File: src/rtl/cordic_polar_freq_est.sv
// cordic_polar_freq_est
// Sits after a CORDIC vector-to-polar core. Samples with too little amplitude
// are gated out. Consecutive phases of the remaining samples are differenced,
// with the difference wrapped back into (-pi, pi]. The result is instantaneous
// frequency in rad/sample, averaged over a window of 2^LOG2_N differences.
// Each window emits {peak amplitude, mean frequency} on a ready/valid stream.
module cordic_polar_freq_est #(
  parameter int unsigned LOG2_N     = 3,
  parameter logic [7:0]  AMP_THRESH = 8'd16,
  parameter logic [7:0]  PI_Q       = 8'd101,
  parameter logic [8:0]  TWO_PI_Q   = 9'd201
) (
  input  logic        aclk,
  input  logic        aresetn,
  input  logic        s_axis_dout_tvalid,
  input  logic [15:0] s_axis_dout_tdata,
  input  logic        clr,
  output logic        m_axis_tvalid,
  input  logic        m_axis_tready,
  output logic [15:0] m_axis_tdata,
  output logic        locked,
  output logic        overrun
);

  localparam int unsigned ACC_W = 8 + LOG2_N;
  localparam int unsigned CNT_W = LOG2_N;
  localparam logic [CNT_W-1:0] CNT_LAST = {CNT_W{1'b1}};
  localparam logic [CNT_W-1:0] CNT_ONE  = CNT_W'(1'b1);

  // SEEK: no reference phase is held. ACC: a reference is held and differences accumulate.
  typedef enum logic [0:0] {
    ST_SEEK = 1'b0,
    ST_ACC  = 1'b1
  } state_t;

  // Phase difference, wrapped back into [-(pi-1), pi-1] and truncated to 8 bits.
  // Ten bits of working width hold any difference of two signed bytes
  // plus or minus 2*pi without overflow.
  function automatic logic signed [7:0] wrap_diff(
    input logic signed [7:0] cur,
    input logic signed [7:0] prev
  );
    logic signed [9:0] d;
    logic signed [9:0] lim;
    logic signed [9:0] two_pi;
    d      = $signed({{2{cur[7]}}, cur}) - $signed({{2{prev[7]}}, prev});
    lim    = $signed({2'b00, PI_Q}) - 10'sd1;
    two_pi = $signed({1'b0, TWO_PI_Q});
    if (d > lim) begin
      d = d - two_pi;
    end else if (d < -lim) begin
      d = d + two_pi;
    end else begin
      d = d;
    end
    return d[7:0];
  endfunction

  state_t                   r_state;
  state_t                   w_state_nxt;
  logic signed [7:0]        r_prev_phase;
  logic signed [ACC_W-1:0]  r_acc;
  logic [CNT_W-1:0]         r_cnt;
  logic [7:0]               r_peak;
  logic                     r_tvalid;
  logic [15:0]              r_tdata;
  logic                     r_overrun;

  logic signed [7:0]        w_phase;
  logic [7:0]               w_amp;
  logic                     w_qual;
  logic                     w_step;
  logic                     w_win_done;
  logic signed [7:0]        w_diff;
  logic signed [ACC_W-1:0]  w_acc_sum;
  logic signed [ACC_W-1:0]  w_mean_full;
  logic [7:0]               w_peak_max;

  assign w_phase     = $signed(s_axis_dout_tdata[15:8]);
  assign w_amp       = s_axis_dout_tdata[7:0];
  assign w_qual      = s_axis_dout_tvalid && (w_amp >= AMP_THRESH);
  assign w_step      = (r_state == ST_ACC) && w_qual;
  assign w_win_done  = w_step && (r_cnt == CNT_LAST);
  assign w_diff      = wrap_diff(w_phase, r_prev_phase);
  assign w_acc_sum   = r_acc + $signed({{LOG2_N{w_diff[7]}}, w_diff});
  // The arithmetic shift rounds toward minus infinity, which gives the window mean.
  assign w_mean_full = w_acc_sum >>> LOG2_N;
  assign w_peak_max  = (w_amp > r_peak) ? w_amp : r_peak;

  // Register the FSM state.
  always_ff @(posedge aclk or negedge aresetn) begin
    if (!aresetn) begin
      r_state <= ST_SEEK;
    end else begin
      r_state <= w_state_nxt;
    end
  end

  // Choose the next state. clr drops the reference. So does any valid sample
  // whose amplitude is below threshold.
  always_comb begin
    w_state_nxt = r_state;
    if (clr) begin
      w_state_nxt = ST_SEEK;
    end else begin
      case (r_state)
        ST_SEEK: begin
          if (w_qual) begin
            w_state_nxt = ST_ACC;
          end else begin
            w_state_nxt = ST_SEEK;
          end
        end
        ST_ACC: begin
          if (s_axis_dout_tvalid && !w_qual) begin
            w_state_nxt = ST_SEEK;
          end else begin
            w_state_nxt = ST_ACC;
          end
        end
        default: w_state_nxt = ST_SEEK;
      endcase
    end
  end

  // Update the reference phase and the window accumulators.
  // The window survives a drop to SEEK. It is cleared only on completion, clr or reset.
  always_ff @(posedge aclk or negedge aresetn) begin
    if (!aresetn) begin
      r_prev_phase <= 8'sd0;
      r_acc        <= '0;
      r_cnt        <= '0;
      r_peak       <= 8'd0;
    end else if (clr) begin
      r_prev_phase <= 8'sd0;
      r_acc        <= '0;
      r_cnt        <= '0;
      r_peak       <= 8'd0;
    end else if ((r_state == ST_SEEK) && w_qual) begin
      r_prev_phase <= w_phase;
    end else if (w_step) begin
      r_prev_phase <= w_phase;
      if (w_win_done) begin
        r_acc  <= '0;
        r_cnt  <= '0;
        r_peak <= 8'd0;
      end else begin
        r_acc  <= w_acc_sum;
        r_cnt  <= r_cnt + CNT_ONE;
        r_peak <= w_peak_max;
      end
    end else begin
      r_prev_phase <= r_prev_phase;
    end
  end

  // Drive the result register, the ready/valid handshake and the sticky overrun flag.
  // A new result at the same edge as an accepted transfer replaces the old one
  // without flagging overrun.
  always_ff @(posedge aclk or negedge aresetn) begin
    if (!aresetn) begin
      r_tvalid  <= 1'b0;
      r_tdata   <= 16'd0;
      r_overrun <= 1'b0;
    end else if (clr) begin
      r_tvalid  <= 1'b0;
      r_overrun <= 1'b0;
    end else if (w_win_done) begin
      r_tvalid <= 1'b1;
      r_tdata  <= {w_peak_max, w_mean_full[7:0]};
      if (r_tvalid && !m_axis_tready) begin
        r_overrun <= 1'b1;
      end else begin
        r_overrun <= r_overrun;
      end
    end else if (r_tvalid && m_axis_tready) begin
      r_tvalid <= 1'b0;
    end else begin
      r_tvalid <= r_tvalid;
    end
  end

  assign m_axis_tvalid = r_tvalid;
  assign m_axis_tdata  = r_tdata;
  assign overrun       = r_overrun;
  assign locked        = (r_state == ST_ACC);

endmodule

File: config.mk
export PLATFORM = sky130hd
export DESIGN_NAME = cordic_polar_freq_est
export DESIGN_NICKNAME = d
export VERILOG_FILES = /design/src/rtl/cordic_polar_freq_est.sv
export SDC_FILE = /design/constraint.sdc
export NUM_CORES = 1
export LEC_CHECK = 0
export ABC_CLOCK_PERIOD_IN_PS = 6000
export CORE_AREA = 2 2 106 98
export CTS_CLUSTER_DIAMETER = 40
export CTS_CLUSTER_SIZE = 10
export DETAILED_ROUTE_END_ITERATION = 8
export DIE_AREA = 0 0 108 100
export DONT_BUFFER_PORTS = 1
export HOLD_SLACK_MARGIN = 0.06
export PLACE_DENSITY_LB_ADDON = 0.2
export SYNTH_ARGS = -nofsm -noshare
export SYNTH_HDL_FRONTEND = slang
export SYNTH_SLANG_ARGS = --single-unit
File: constraint.sdc
create_clock -name aclk -period 6 [get_ports aclk]
set_input_delay 0 -clock aclk [delete_from_list [all_inputs] [get_ports aclk]]
set_output_delay 0 -clock aclk [all_outputs]
set_load 0.1 [all_outputs]
# After elaboration in Yosys (flattened, before gate mapping)

Cells that the tools add are included.

Bitwise logic cells: 2
Add/sub/neg operators: 5
Reductions and logical operators: 17
Equality and inequality tests: 2
$lt $le $gt $ge: 4
Multiplexer cells: 28

Operators with widths:

| operator            | number |
|---|---|
| $mux 8              | 10 |
| $mux 11             | 4 |
| $mux 3              | 4 |
| $add 11x8->11       | 1 |
| $gt 9x8->1 const B  | 1 |
| $lt 9x8->1 const B  | 1 |
| $mux 1              | 9 |
| $sub 8x8->9         | 1 |
| $add 8x7->8 const B | 1 |
| $ge 8x5->1 const B  | 1 |
| $gt 8x8->1          | 1 |
| $sub 8x7->8 const B | 1 |
| $logic_and 1x1->1   | 7 |
| $reduce_and 2->1    | 3 |
| $reduce_bool 2->1   | 3 |
| $reduce_bool 3->1   | 2 |
| $add 3x1->3 const B | 1 |
| $eq 3x3->1 const B  | 1 |
| $logic_not 1->1     | 2 |
| $ne 2x2->1 const B  | 1 |
| $not 1->1           | 2 |
| $pmux 1 s2          | 1 |

Input bits: 21
Bits in registers: 49
Word-level logic and storage cells: 66
Output and inout bits: 19

# Longest topological paths before layout

Depth in word-level cells: 9
Depth in mapped cells: 23
Mapped depth without buffers: 23

# Least setup slack after synthesis

OpenSTA, ideal clock, no wires.

Kind: reg2reg
Start point: reg r_prev_phase[0]
End point: reg r_tdata[7] (netlist: m_axis_tdata[7])
Data required time: 5874 ps
Cell stages (with the launch flop): 21
Period minus slack after synthesis: 4628 ps
Buffers on the path: 0
Data arrival time: 4502 ps
Path slack: 1372 ps
Library setup time: 126 ps
Cell sequence: dfrtp_1 -> ha_1 -> inv_1 -> fa_1 -> a211o_1 -> a2111o_1 -> o211a_2 -> a311oi_1 -> nor2_1 -> nor2_1 -> a22oi_1 -> xnor2_1 -> ha_1 -> nor2b_1 -> o21a_1 -> o31ai_1 -> a21oi_1 -> a21o_1 -> a21oi_1 -> xnor3_1 -> mux2_2

Cells in the longest elaborated chain, start to end: 5
Elaborated cells on any way between the ends: 8
Classes of those cells: add/sub: 4; order compare: 2; mux: 2

RTL lines:

| item                                      | line   | source |
|---|---|---|
| start, declared                           | 61     | `logic signed [7:0] r_prev_phase;` |
| start signal, assigned                    | 140    | `r_prev_phase <= w_phase;` |
| start signal, assigned                    | 142    | `r_prev_phase <= w_phase;` |
| start signal, assigned                    | 153    | `r_prev_phase <= r_prev_phase;` |
| $sub 8x8->9 (*)                           | 46     | `d = $signed({{2{cur[7]}}, cur}) - $signed({{2{prev[7]}}, prev});` |
| $add 8x7->8 or $lt 9x8->1 (tied branches) | 52, 51 |  |
| $mux 8                                    | 51     | `end else if (d < -lim) begin` |
| $mux 8 (*)                                | 49     | `if (d > lim) begin` |
| $add 11x8->11 (*)                         | 85     | `assign w_acc_sum = r_acc + $signed({{LOG2_N{w_diff[7]}}, w_diff});` |
| end signal, assigned                      | 170    | `r_tdata <= {w_peak_max, w_mean_full[7:0]};` |
| end, declared                             | 66     | `logic [15:0] r_tdata;` |

Every way passes the cells marked *; elsewhere a longest branch is shown, timed or not.
A chain may end at the register's enable or synchronous reset.

# Worst setup path in the final report

Same ends and word-level chain as after synthesis.

==> flow_metrics.tcl <==
set metrics [dict create \
    outcome "finished clean" \
    dieArea_um2 10800 \
    start_util_pct 33.45 \
    ys_warn_count 0 \
    synth_top_family_by_area "compound AO/OA/AOI/OAI gates" \
    synth_top_cell_by_area "dfrtp_1" \
    synth_compound_gate_area_share_pct 22.55 \
    synth_cells 334 \
    post-route-period-util_pct 84.70 \
    skew_ns 0.009941 \
    slew_violations 0 \
    worst_pin_slew_ns 0.9978 \
    worstPathRequired_ns 6.19 \
    synth_most_common_cell "dfrtp_1" \
    ctsResizeCount 0 \
    rsz0062_at_grt "false" \
    drc_errors 0 \
    setup_tns_ns 0 \
    max-clock-path-buffers 2 \
    drt_iter0_drc 82 \
    gp_congestion 0.8166 \
    syn_area_per_cell_um2 9.867 \
    cp_num_buf_inv 2 \
    ir_drop_mv 0.1017 \
    first_pass_iters 4 \
    drive_above_1_share_pct 8.864 \
    setup_violations 0 \
    cp_max_fo 8 \
    syn_area_um2 3296 \
    vias_per_cell 5.104 \
    synth_ff_type "dfrtp_1" \
    synth_fa_ha_area_share_pct 12.98 \
    synth-xor-area-share_pct 6.264 \
    clock_sinks 49 \
    synthArstFlopShare_pct 100.0 \
    critPathSlowestCell "fa_1" \
    period_needed_ns 5.082 \
    synth_common_cells "dfrtp_1 (49), nand2_1 (34), ha_1 (31)" \
    arrival_ns 5.28 \
    endpoint_kind "flop" \
    cpLargestDelayFamily "compound AO/OA/AOI/OAI gates" \
    wl_um 7293 \
    ys_top_cells_by_area "dfrtp_1 (37%), ha_1 (12%), a22o_1 (4.8%)" \
    vias 2501 \
    final_hold_viol_count 0 \
    grt_max_degree 50 \
    diodes 0 \
    hold_path.class "input port to flop" \
    nets 414 \
    rows 35 \
    dieWidth_um 108 \
    cts_buffers 5 \
    root_buffer "clkbuf_8" \
    antenna_found_initial 0 \
    critPathKind "flop to flop" \
    ant_nets 0 \
    core_area_um2 9853 \
    ys_ff_latch 49 \
    design_area_um2 3786 \
    die_h_um 100 \
    place.port_buffers 0 \
    clk_latency_ns 0.31 \
    cts_tree "done" \
    seq_area_frac_synth_pct 37.21 \
    yosys.area_share.simple_pct 11.20 \
    ioPinCount 40 \
    grt_overflow_total 0 \
    critical_path.max_stage_delay_ns 0.42 \
    syn_nets 388 \
    ys_types 57 \
    synth_top_area_share_pct 37.21 \
    leakage_uw 0.001723 \
    fillers 1006 \
    fmax_mhz 196.8 \
    power_density_nw_per_um2 246.2 \
    maxCapViolCount 0 \
    h-tree-depth 2 \
    grt_pass1_wl_um 12360 \
    track_usage_pct 14.37 \
    synth-edff-count 0 \
    slew_headroom_pct 33.48 \
    dp_hpwl_um 5116 \
    crit_top_cell "nor2_1" \
    synthMuxAreaShare_pct 5.467 \
    cts_hold_buf 24 \
    startpoint_type "flop" \
    path_cells "ha_1 -> inv_1 -> fa_1 -> a211o_1 -> a2111o_1 -> o211a_2 -> a311oi_1 -> nor2_1 -> nor2_1 -> nor2_1 -> xnor2_1 -> ha_1 -> inv_1 -> fa_1 -> nor2b_1 -> o21a_1 -> o31ai_1 -> a21oi_1 -> a21o_1 -> a21oi_1 -> xnor3_1 -> mux2_2" \
    clk_pin_slew_worst_paths_ns 0.10 \
    post_cts_buffers 0 \
    placed_area_um2 3438 \
    areaGrowthSynthToFinish_pct 14.88 \
    first_global_vias 2500 \
    wl_per_cell_um 14.88 \
]
## layout by cell type, fill, tap and decap left out, drive strengths merged, types with 6 or more instances in the layout
cell type,netlist,final
ha,31,31
xor2,6,6
or3,6,6
xnor2,15,15
a22o,18,18
o21ai,17,17
mux2,8,8
nor2,12,12
dfrtp,49,49
mux2i,9,9
inv,25,26
nand2,34,34
o21a,11,11
dlygate4sd3,0,23
a21oi,20,20
## worst reg2reg max path: cells and delay by family (launching register included)
kind | cells | cell delay, ns
AOI/OAI and AO/OA | 9 | 2.22
adders and majority gates | 4 | 0.98
and+or+nand+nor | 4 | 0.64
xor gates and xnor gates | 2 | 0.41
DFF | 1 | 0.36
muxes | 1 | 0.27
buffers and inverters | 2 | 0.12
## cell families after synthesis
group           count (synthesis)
compound gates                103
xor+xnor                       22
fa+ha+maj                      33
buf+inv                        34
flops                          49
mux                            17
simple gates                   76
## metal layers
metal  vias to the layer above  wire length, um  share of wire, %  track usage [%]
met4                         0               31              0.43            2.761
met1                      1205             3619                50            20.43
met5                         -                0                 0                0
met2                        36             3432                47            22.98
met3                         2              209               2.9            2.727
li1                       1258                -                 -                -
## registers in the layout, summed over array words and instances, names as in the netlist
signal         cells
locked             1
overrun            1
r_cnt              3
r_peak             8
m_axis_tdata      16
r_acc             11
m_axis_tvalid      1
r_prev_phase       8
## area by class of cell
cell class | instances | area [um^2] | area share, %
Clock buffer | 5 | 68.82 | 1.818
Clock inverter | 3 | 21.27 | 0.5618
Inverter | 25 | 93.84 | 2.479
Multi-Input combinational cell | 251 | 1927 | 50.89
Sequential cell | 49 | 1226 | 32.39
Tap cell | 129 | 161.4 | 4.263
Timing Repair Buffer | 28 | 287.8 | 7.601
## through the flow
stage	instances	worst slack, ns	utilization (%)	hold WS [ns]	power (uW)
finish	490	0.9180	38.43	0.07123	932.2
global route	490	0.5533	38.43	0.08626	1008
CTS	490	0.9325	38.43	0.06665	945.6
detailed placement	458	0.9569	34.90	-0.2936	710.6
global placement	458	1.084	34.90	-0.2928	709.8
floorplan	334	1.372	-	-0.2956	645.5
## report_power, final
group,total [uW],internal [uW],switching [uW]
sequential,355,343,12.1
clock,207,83.2,123
combinational,370,172,198
## path summary, 6_finish.rpt
check,depth (start not counted),from,to,slack (ns)
min,4,clr,r_cnt[0],0.07
max reg2reg,22,r_prev_phase[0],m_axis_tdata[7],0.92
max,22,r_prev_phase[0],m_axis_tdata[7],0.92
min in group asynchronous,2,aresetn,r_acc[5],0.24
max in group asynchronous,2,aresetn,r_prev_phase[5],5.53
min reg2reg,1,r_cnt[0],r_cnt[0],0.51
(Power assumes the default switching activity.)
